### src/rtl/d7_pkg.sv
// Shared types and constants for the d7 time-multiplexed 7-segment scan driver.
package d7_pkg;

  typedef enum logic {
    BLANK  = 1'b0,
    ACTIVE = 1'b1
  } state_t;

  localparam int unsigned SEG_W  = 7;
  localparam int unsigned SEG_A  = 0;
  localparam int unsigned SEG_B  = 1;
  localparam int unsigned SEG_C  = 2;
  localparam int unsigned SEG_D  = 3;
  localparam int unsigned SEG_E  = 4;
  localparam int unsigned SEG_F  = 5;
  localparam int unsigned SEG_G  = 6;
  localparam int unsigned SEG_DP = 7;

  // Active-high gfedcba glyphs for hex digits 0-F
  localparam logic [SEG_W-1:0] GLYPH [16] = '{
    7'h3F, 7'h06, 7'h5B, 7'h4F, 7'h66, 7'h6D, 7'h7D, 7'h07,
    7'h7F, 7'h6F, 7'h77, 7'h7C, 7'h39, 7'h5E, 7'h79, 7'h71
  };

endpackage

### src/rtl/d7_seg_decode.sv
// Nibble to active-high gfedcba segment pattern.
module d7_seg_decode
  import d7_pkg::*;
(
  input  logic [3:0]       i_nib,
  output logic [SEG_W-1:0] o_seg_c
);

  assign o_seg_c = GLYPH[i_nib];

endmodule

### src/rtl/d7_scan_driver.sv
// Scans up to NDIG digits with a blanking gap between digits; inputs are
// snapshotted when digit 0 is lit so a frame never shows mixed data.
module d7_scan_driver
  import d7_pkg::*;
#(
  parameter int unsigned NDIG              = 8,
  parameter int unsigned DIGIT_TICKS       = 100000,
  parameter int unsigned BLANK_TICKS       = 1000,
  parameter int unsigned TURBO_DIGIT_TICKS = 4,
  parameter int unsigned TURBO_BLANK_TICKS = 1
) (
  input  logic              clk,
  input  logic              reset_n,
  input  logic              turbosim,
  input  logic [4*NDIG-1:0] bcd,
  input  logic [NDIG-1:0]   dp,
  input  logic [NDIG-1:0]   digit_en,
  input  logic              lz_blank,
  output logic [7:0]        d7_cathodes_n,
  output logic [NDIG-1:0]   d7_anodes,
  output logic              frame_start
);

  localparam int unsigned MAX_TICKS = (DIGIT_TICKS > BLANK_TICKS) ? DIGIT_TICKS : BLANK_TICKS;
  localparam int unsigned CNT_W     = $clog2(MAX_TICKS + 1);
  localparam int unsigned IDX_W     = (NDIG > 1) ? $clog2(NDIG) : 1;

  state_t              r_state;
  state_t              w_next_state;
  logic [CNT_W-1:0]    r_cnt;
  logic [IDX_W-1:0]    r_idx;
  logic [4*NDIG-1:0]   r_bcd;
  logic [NDIG-1:0]     r_dp;
  logic [NDIG-1:0]     r_en;
  logic                r_lz;

  logic [31:0]         w_tdig;
  logic [31:0]         w_tblk;
  logic [31:0]         w_cnt32;
  logic                w_phase_done;
  logic                w_snap;

  logic [4*NDIG-1:0]   w_src_bcd;
  logic [NDIG-1:0]     w_src_dp;
  logic [NDIG-1:0]     w_src_en;
  logic                w_src_lz;
  logic [3:0]          w_nib;
  logic [SEG_W-1:0]    w_seg;
  logic [7:0]          w_cath_pos;
  logic                w_hi_zero;
  logic                w_lit;

  logic [7:0]          w_cath_nxt;
  logic [NDIG-1:0]     w_anodes_nxt;
  logic                w_fs_nxt;

  // Phase timing; >= lets a mid-phase turbosim change terminate promptly
  assign w_tdig       = turbosim ? TURBO_DIGIT_TICKS : DIGIT_TICKS;
  assign w_tblk       = turbosim ? TURBO_BLANK_TICKS : BLANK_TICKS;
  assign w_cnt32      = 32'(r_cnt);
  assign w_phase_done = (r_state == ACTIVE) ? (w_cnt32 >= w_tdig - 32'd1)
                                            : (w_cnt32 >= w_tblk - 32'd1);
  assign w_snap       = (r_state == BLANK) && w_phase_done && (r_idx == '0);

  // Digit 0 decodes straight from the inputs being captured on this edge
  assign w_src_bcd = w_snap ? bcd      : r_bcd;
  assign w_src_dp  = w_snap ? dp       : r_dp;
  assign w_src_en  = w_snap ? digit_en : r_en;
  assign w_src_lz  = w_snap ? lz_blank : r_lz;
  assign w_nib     = w_src_bcd[4*r_idx +: 4];

  d7_seg_decode u_seg_decode (
    .i_nib   (w_nib),
    .o_seg_c (w_seg)
  );

  // All nibbles from the current digit upward are zero
  always_comb begin
    w_hi_zero = 1'b1;
    for (int unsigned j = 0; j < NDIG; j++) begin
      if ((j >= 32'(r_idx)) && (w_src_bcd[4*j +: 4] != 4'h0)) w_hi_zero = 1'b0;
    end
  end

  always_comb begin
    w_cath_pos                = '0;
    w_cath_pos[SEG_G:SEG_A]   = w_seg;
    w_cath_pos[SEG_DP]        = w_src_dp[r_idx];
    w_lit = w_src_en[r_idx] &&
            !(w_src_lz && (r_idx != '0) && w_hi_zero && !w_src_dp[r_idx]);
  end

  always_ff @(posedge clk or negedge reset_n) begin
    if (!reset_n) r_state <= BLANK;
    else          r_state <= w_next_state;
  end

  always_comb begin
    w_next_state = r_state;
    if (w_phase_done) w_next_state = (r_state == BLANK) ? ACTIVE : BLANK;
  end

  always_comb begin
    w_anodes_nxt = '0;
    w_cath_nxt   = 8'hFF;
    w_fs_nxt     = 1'b0;
    if (w_next_state == ACTIVE) begin
      w_cath_nxt = ~w_cath_pos;
      w_fs_nxt   = w_snap;
      if (w_lit) w_anodes_nxt = NDIG'(1) << r_idx;
    end
  end

  always_ff @(posedge clk or negedge reset_n) begin
    if (!reset_n) begin
      r_cnt         <= '0;
      r_idx         <= '0;
      r_bcd         <= '0;
      r_dp          <= '0;
      r_en          <= '0;
      r_lz          <= 1'b0;
      d7_anodes     <= '0;
      d7_cathodes_n <= 8'hFF;
      frame_start   <= 1'b0;
    end else begin
      r_cnt <= w_phase_done ? '0 : r_cnt + CNT_W'(1);
      if ((r_state == ACTIVE) && w_phase_done)
        r_idx <= (r_idx == IDX_W'(NDIG - 1)) ? '0 : r_idx + IDX_W'(1);
      if (w_snap) begin
        r_bcd <= bcd;
        r_dp  <= dp;
        r_en  <= digit_en;
        r_lz  <= lz_blank;
      end
      d7_anodes     <= w_anodes_nxt;
      d7_cathodes_n <= w_cath_nxt;
      frame_start   <= w_fs_nxt;
    end
  end

endmodule
### config.mk
export PLATFORM = sky130hd
export DESIGN_NAME = d7_scan_driver
export DESIGN_NICKNAME = d
export VERILOG_FILES = /design/src/rtl/d7_pkg.sv /design/src/rtl/d7_seg_decode.sv /design/src/rtl/d7_scan_driver.sv
export SDC_FILE = /design/constraint.sdc
export NUM_CORES = 1
export LEC_CHECK = 0
export ABC_AREA = 1
export CAP_MARGIN = 20
export CELL_PAD_IN_SITES_DETAIL_PLACEMENT = 1
export CELL_PAD_IN_SITES_GLOBAL_PLACEMENT = 2
export CORE_ASPECT_RATIO = 0.7
export CORE_MARGIN = 5
export CORE_UTILIZATION = 34
export CTS_BUF_LIST = sky130_fd_sc_hd__clkbuf_8 sky130_fd_sc_hd__clkbuf_16
export DETAILED_ROUTE_END_ITERATION = 10
export PLACE_DENSITY_LB_ADDON = 0.1
export SLEW_MARGIN = 20
export SYNTH_ARGS = -nofsm -noshare
export SYNTH_HDL_FRONTEND = slang
export SYNTH_SLANG_ARGS = --single-unit
### constraint.sdc
create_clock -name clk -period 5.7 [get_ports clk]
set_input_delay 1.14 -clock clk [delete_from_list [all_inputs] [get_ports clk]]
set_output_delay 1.14 -clock clk [all_outputs]
set_load 0.03 [all_outputs]
==> results of run 1 <==
critical path, stage by stage:
cell and delay (ps):
clkdlybuf4s50_1 720, ha_1 500, inv_1 60, nor2_1 90, nand2_1 60, nand2_1 50, nand2_1 50, nand2_1 50
nand2_1 80, nand2_4 320, nand3_4 360, buf_4 320, o211ai_1 190, nand3_1 120, nand3_1 260, inv_1 130
ha_1 260, inv_1 90, nand3_1 140, nand3_1 120, nand3_1 90
per-stage QoR:
step           util [%]  cells  cell area (sq um)  hold slack (ps)  setup WS [ps]
6_report           42.3    923               6150              479            741
4_1_cts            42.3    923               6150              484            766
2_1_floorplan         -    660               5000              444           2270
5_1_grt            42.3    923               6150              512            415
3_3_place_gp       40.2    907               5840              463            551
3_5_place_dp       40.2    907               5840              465            419
per-layer routing:
layer / part of all wire (%) / GRT usage [%]
met4: 0.92 / 3.82
met3: 4.7 / 4.08
met1: 53 / 28.4
met5: 0 / 0
met2: 41 / 27.1
worst paths after layout:
| check | start | endpoint | slack, ps | cells after the start |
|---|---|---|---|---|
| setup / recovery | turbosim | d7_cathodes_n[0]$_DFF_PN1_ | 740 | 21 |
| hold reg to reg | r_dp[5]$_DFF_PN0_ | r_dp[5]$_DFF_PN0_ | 480 | 2 |
| hold / removal | r_dp[5]$_DFF_PN0_ | r_dp[5]$_DFF_PN0_ | 480 | 2 |
| min in group asynchronous | reset_n | r_cnt[0]$_DFF_PN0_ | 580 | 1 |
| setup reg to reg | r_idx[0]$_DFFE_PN0P_ | d7_cathodes_n[0]$_DFF_PN1_ | 1760 | 16 |
| max in group asynchronous | reset_n | r_bcd[9]$_DFF_PN0_ | 4150 | 2 |
registers in the layout, indices dropped and copies added, names as in the netlist:
name           flops
r_bcd             32
r_cnt             17
d7_anodes          8
d7_cathodes_n      8
r_dp               8
r_en               8
r_idx              3
frame_start        1
r_lz               1
r_state            1
cell families (layout without fill, tap and decap cells):
kind of cell | Yosys count | in the layout | synth area share (%)
AND/OR/NAND/NOR | 411 | 411 | 36.9
buffers and inverters | 103 | 171 | 8.71
flip-flops | 87 | 87 | 43.8
AO/OA/AOI/OAI | 29 | 29 | 3.38
adder cells (fa/ha/maj) | 26 | 26 | 6.51
XOR/XNOR | 4 | 4 | 0.701
power breakdown:
| group | leakage (nW) | switching (mW) | internal (mW) |
|---|---|---|---|
| registers | 1.11 | 0.0825 | 0.747 |
| logic | 1.86 | 0.793 | 0.391 |
| clock network | 0.148 | 0.252 | 0.345 |
layout make-up:
cell class	instances	area [sq um]
Clock buffer	13	280
Sequential cell	87	2190
Tap cell	195	244
Clock inverter	3	25.0
Inverter	80	300
Timing Repair Buffer	75	734
Fill cell	1770	8390
Multi-Input combinational cell	470	2370
layout by cell type (no fill, tap or decap), types with 3 or more instances in the layout:
cell type        instances
buf_4                    7
o21ai_0                  7
xor2_1                   3
clkdlybuf4s50_1         67
a21oi_1                 11
nor2_1                  66
nor3b_1                  4
nand3_1                 68
nor3_1                   6
ha_1                    26
dfrtp_1                 79
nand2_1                208
and2_1                   7
inv_2                    7
o21ai_1                  3
clkbuf_16                9
o211ai_1                 3
nand4_1                 36
dfstp_2                  8
clkbuf_8                 4
nand2_2                  5
inv_1                   72
==> impl_metrics.py, run 1 <==
metrics = {
    "status": {
        "status": "finished clean",
    },
    "yosys": {
        "synth_top_area_share_pct": 39.6,
        "synth_common_cells": "208 x nand2_1, 79 x dfrtp_1, 72 x inv_1, 68 x nand3_1, 66 x nor2_1",
        "post-synth-top-count-cell": "nand2_1",
        "synth.yosys.seq_area_share_pct": 43.8,
        "ys_ff_latch": 87,
        "synth_edf_count": 0,
        "yosysWarnings": 0,
        "ys_dominant_reg_cell": "dfrtp_1",
        "synthCells": 660,
        "syn_nets": 738,
        "synth_area_sq_um": 5000,
        "synth.distinct_cells": 40,
        "syn-mean-instance-area_sq_um": 7.57,
        "yosys-top-cells-area": "dfrtp_1 40%, nand2_1 16%, nand3_1 6.8%",
        "ys_async_sr_fraction_pct": 100,
        "synth.largest_area_cell": "dfrtp_1",
    },
    "floorplan": {
        "die_x_um": 155,
        "coreArea_sq_um": 14500,
        "num_rows": 37,
        "die_area_sq_um": 17300,
        "initial_core_util_pct": 34.4,
        "die-height_um": 111,
        "io_pins": 69,
    },
    "timing": {
        "slew_viol_final": 0,
        "rsz0062_at_grt": "false",
        "skew_ps": 6.77,
        "max_freq_mhz": 202,
        "min_period_over_period_pct": 87.0,
        "finalCriticalPeriod_ps": 4960,
        "relSlewSlack_pct": 33.6,
        "finalHoldViolCount": 0,
        "worst_slew_pin_slew_ps": 988,
        "setup_violations": 0,
        "fin_tns_setup_ps": 0,
    },
    "critical_path": {
        "worstSetupPathType": "primary input to register",
        "path_max_fanout": 35,
        "required_ps": 5940,
        "crit_arrival_ps": 5200,
        "start_kind": "primary input",
        "worst_setup_path_end_kind": "register",
    },
    "pwr": {
        "power_density_nw_per_um2": 425,
        "vdd_drop_max_v": 0.000164,
        "power_mw": 2.61,
        "p_leak_nw": 3.12,
    },
    "grt": {
        "grt-ovfl-total": 0,
        "track_usage_pct": 18.7,
        "grt_pass1_vias": 4840,
        "grt_max_degree": 85,
        "antenna_found_initial": 0,
        "grt_pass1_wl_um": 25900,
    },
    "route": {
        "vias_per_cell": 4.91,
        "drt-pass1-iter-count": 4,
        "drt_iter0_drc": 228,
        "drcViolationCount": 0,
        "postRouteAntennaNets": 0,
        "wl_um": 15500,
        "wl_per_cell_um": 16.8,
        "routed-via-count": 4531,
    },
    "finish": {
        "layout-drive-gt1-share_pct": 7.28,
        "fin_nets": 801,
        "diodes": 0,
        "synthToLayoutAreaGrowth_pct": 23.0,
    },
    "clock_tree": {
        "tritoncts.num_buffers": 9,
        "cts_tree": "done",
        "post-cts-setup-buffer-count": 0,
        "worstSkewPairLatency_ps": 340,
        "holdBufCountCts": 0,
        "clock-root-buffer": "clkbuf_16",
        "cts_resized": 0,
        "clk_pin_slew_worst_paths_ps": 70,
        "h-tree-depth": 3,
        "clk_path_buf_depth": 2,
        "clock_sinks": 87,
    },
    "min_path": {
        "hp-class": "register to register",
    },
    "placed_design": {
        "routabilityCongestion": 0.827,
        "io_buffers": 68,
        "dp_hpwl_um": 11600,
    },
    "flow_run": {
        "cap_violations": 0,
    },
}
No activity file was read; power rests on OpenSTA's default activity.
==> run 2: changes to the inputs <==
Settings changed: SLEW_MARGIN 20 to default.
==> run 2 against run 1 <==
Die area stayed put. Critical path depth stayed put. Core utilization is 0.10 points lower. First-iteration DRC count is 2.6% lower. Maximum frequency is 1.0% higher. Sequential share of layout area is 0.087 points higher. Via count is 0.71% lower. Setup slack better by 50 ps. Flip-flop and latch count stayed put. Sequential power hardly changed. Design area is 0.24% lower. Largest power group unchanged.
==> impl_metrics.py, run 2 (synthesized netlist as in run 1, its figures left out) <==
metrics = {
    "placed_design": {
        "routabilityCongestion": 0.827,
        "dpl_worst_slack_ps": 413,
        "dp_hpwl_um": 11700,
        "io_buffers": 68,
        "dp.cells": 908,
    },
    "timing": {
        "slew_viol_final": 0,
        "finalHoldViolCount": 0,
        "fin_tns_setup_ps": 0,
        "relSlewSlack_pct": 30.9,
        "setup_violations": 0,
        "rsz0062_at_grt": "false",
        "worst_slew_pin_slew_ps": 1030,
        "timing.final.ws_setup_ps": 791,
        "max_freq_mhz": 204,
        "holdWs_ps": 481,
        "skew_ps": 7.51,
        "min_period_over_period_pct": 86.1,
        "finalCriticalPeriod_ps": 4910,
    },
    "route": {
        "postRouteAntennaNets": 0,
        "vias_per_cell": 4.87,
        "wl_um": 15700,
        "wl_per_cell_um": 17.1,
        "routed-via-count": 4499,
        "drcViolationCount": 0,
        "drt-pass1-iter-count": 4,
        "drt_iter0_drc": 222,
    },
    "critical_path": {
        "worstSetupPathType": "primary input to register",
        "crit_chain": "clkdlybuf4s50_1, ha_1, inv_1, nor2_1, nand2_1, nand2_1, nand2_1, nand2_1, nand2_1, nand2_4, nand3_4, buf_4, o211ai_1, nand3_1, nand3_1, inv_1, ha_1, inv_1, nand3_1, nand3_1, nand3_1",
        "crit_arrival_ps": 5150,
        "crit_family": "simple AND/OR/NAND/NOR gates",
        "critPathBufInv": 5,
        "critPathSlowestCell": "clkdlybuf4s50_1",
        "worst_setup_path_end_kind": "register",
        "start_kind": "primary input",
        "critPathMaxStageDelay_ps": 710,
        "required_ps": 5940,
        "path_max_fanout": 35,
    },
    "status": {
        "status": "finished clean",
    },
    "pwr": {
        "vdd_drop_max_v": 0.000149,
        "p_leak_nw": 3.12,
        "switching_share_pct": 43.8,
        "seq_power_share_pct": 32.4,
        "switchingPower_mw": 1.12,
        "p_int_mw": 1.44,
        "p_clk_share_pct": 21.4,
        "power_density_nw_per_um2": 418,
        "combPwrFrac_pct": 46.2,
    },
    "finish": {
        "fin_nets": 802,
        "regMostFlops": "r_bcd",
        "final_cell_mix": "208 x nand2_1, 79 x dfrtp_1, 74 x inv_1, 68 x nand3_1, 67 x clkdlybuf4s50_1",
        "final_cells": 923,
        "diodes": 0,
        "final_core_util_pct": 42.2,
        "synthToLayoutAreaGrowth_pct": 22.7,
        "largest_register_ffs": 32,
        "top_regs": "r_bcd: 32 flops, r_cnt: 17 flops",
        "layout-drive-gt1-share_pct": 7.01,
        "layout_commonest_cell": "nand2_1",
        "nFillCells": 1833,
    },
    "grt": {
        "grt_max_degree": 60,
        "track_usage_pct": 19.1,
        "grt_pass1_vias": 4862,
        "grt-ovfl-total": 0,
        "antenna_found_initial": 0,
        "grt_pass1_wl_um": 26400,
    },
    "floorplan": {
        "die_area_sq_um": 17300,
        "coreArea_sq_um": 14500,
        "die-height_um": 111,
        "io_pins": 69,
        "num_rows": 37,
        "die_x_um": 155,
        "initial_core_util_pct": 34.4,
    },
    "clock_tree": {
        "clk_pin_slew_worst_paths_ps": 60,
        "post-cts-setup-buffer-count": 0,
        "clock_sinks": 87,
        "worstSkewPairLatency_ps": 350,
        "cts_tree": "done",
        "h-tree-depth": 3,
        "holdBufCountCts": 0,
        "tritoncts.num_buffers": 9,
        "clock-root-buffer": "clkbuf_16",
        "cts_resized": 0,
        "clk_path_buf_depth": 2,
    },
    "flow_run": {
        "cap_violations": 0,
    },
    "min_path": {
        "hp-class": "register to register",
    },
}
-- run 2: changes by cell type in the layout (fill, tap and decap cells not counted), sizes merged --
cell	change
clkinv	-1
buf	+1
clkbuf	-3
inv	+2
clkinvlp	+1
-- run 2: area by class of cell --
cell class | instances | area [sq um] | share of cell area (%)
tap | 195 | 244 | 3.98
timing repair buffer | 76 | 758 | 12.4
multi-input combinational | 470 | 2370 | 38.7
inverter | 80 | 300 | 4.90
sequential | 87 | 2190 | 35.7
clock inverter | 5 | 27.5 | 0.449
clock buffer | 10 | 239 | 3.90
-- run 2: power by group through the flow --
stage	combinational, mW	sequential [mW]	clock [mW]
5_1_grt	1.33	0.847	0.594
6_report	1.18	0.830	0.549
3_5_place_dp	1.19	0.842	0
2_1_floorplan	0.731	0.889	0
3_3_place_gp	1.15	0.837	0
4_1_cts	1.19	0.832	0.567
-- run 2: metrics by stage --
stage               instance area (sq um)  power [mW]
detailed placement                   5860        2.03
CTS                                  6130        2.59
global placement                     5840        1.98
finish                               6130        2.56
floorplan                            5000        1.62
global route                         6130        2.77
-- run 2: worst reg2reg max path: cells and delay by family, from the launching register on --
kind / cells / cell delay [ps]
flip-flops: 1 / 360
AO/OA/AOI/OAI: 1 / 200
buffers and inverters: 6 / 1530
AND/OR/NAND/NOR: 7 / 1170
adder cells (fa/ha/maj): 2 / 580
-- run 2: per-layer routing --
metal | vias to the layer above | GRT usage (%) | part of all wire [%]
met5 | - | 0 | 0
met2 | 76 | 27.9 | 42
met1 | 2168 | 29.1 | 53
met3 | 10 | 3.92 | 3.9
met4 | 0 | 3.71 | 0.76
li1 | 2245 | - | -
-- run 2: path summary, 6_finish.rpt --
check / from / to / slack [ps] / depth (start not counted)
max: turbosim / d7_cathodes_n[0]$_DFF_PN1_ / 790 / 21
min: r_en[2]$_DFF_PN0_ / r_en[2]$_DFF_PN0_ / 480 / 2
max reg2reg: r_idx[0]$_DFFE_PN0P_ / d7_cathodes_n[0]$_DFF_PN1_ / 1760 / 16
min reg2reg: r_en[2]$_DFF_PN0_ / r_en[2]$_DFF_PN0_ / 480 / 2
max in group asynchronous: reset_n / d7_cathodes_n[2]$_DFF_PN1_ / 4160 / 3
min in group asynchronous: reset_n / r_cnt[2]$_DFF_PN0_ / 580 / 1
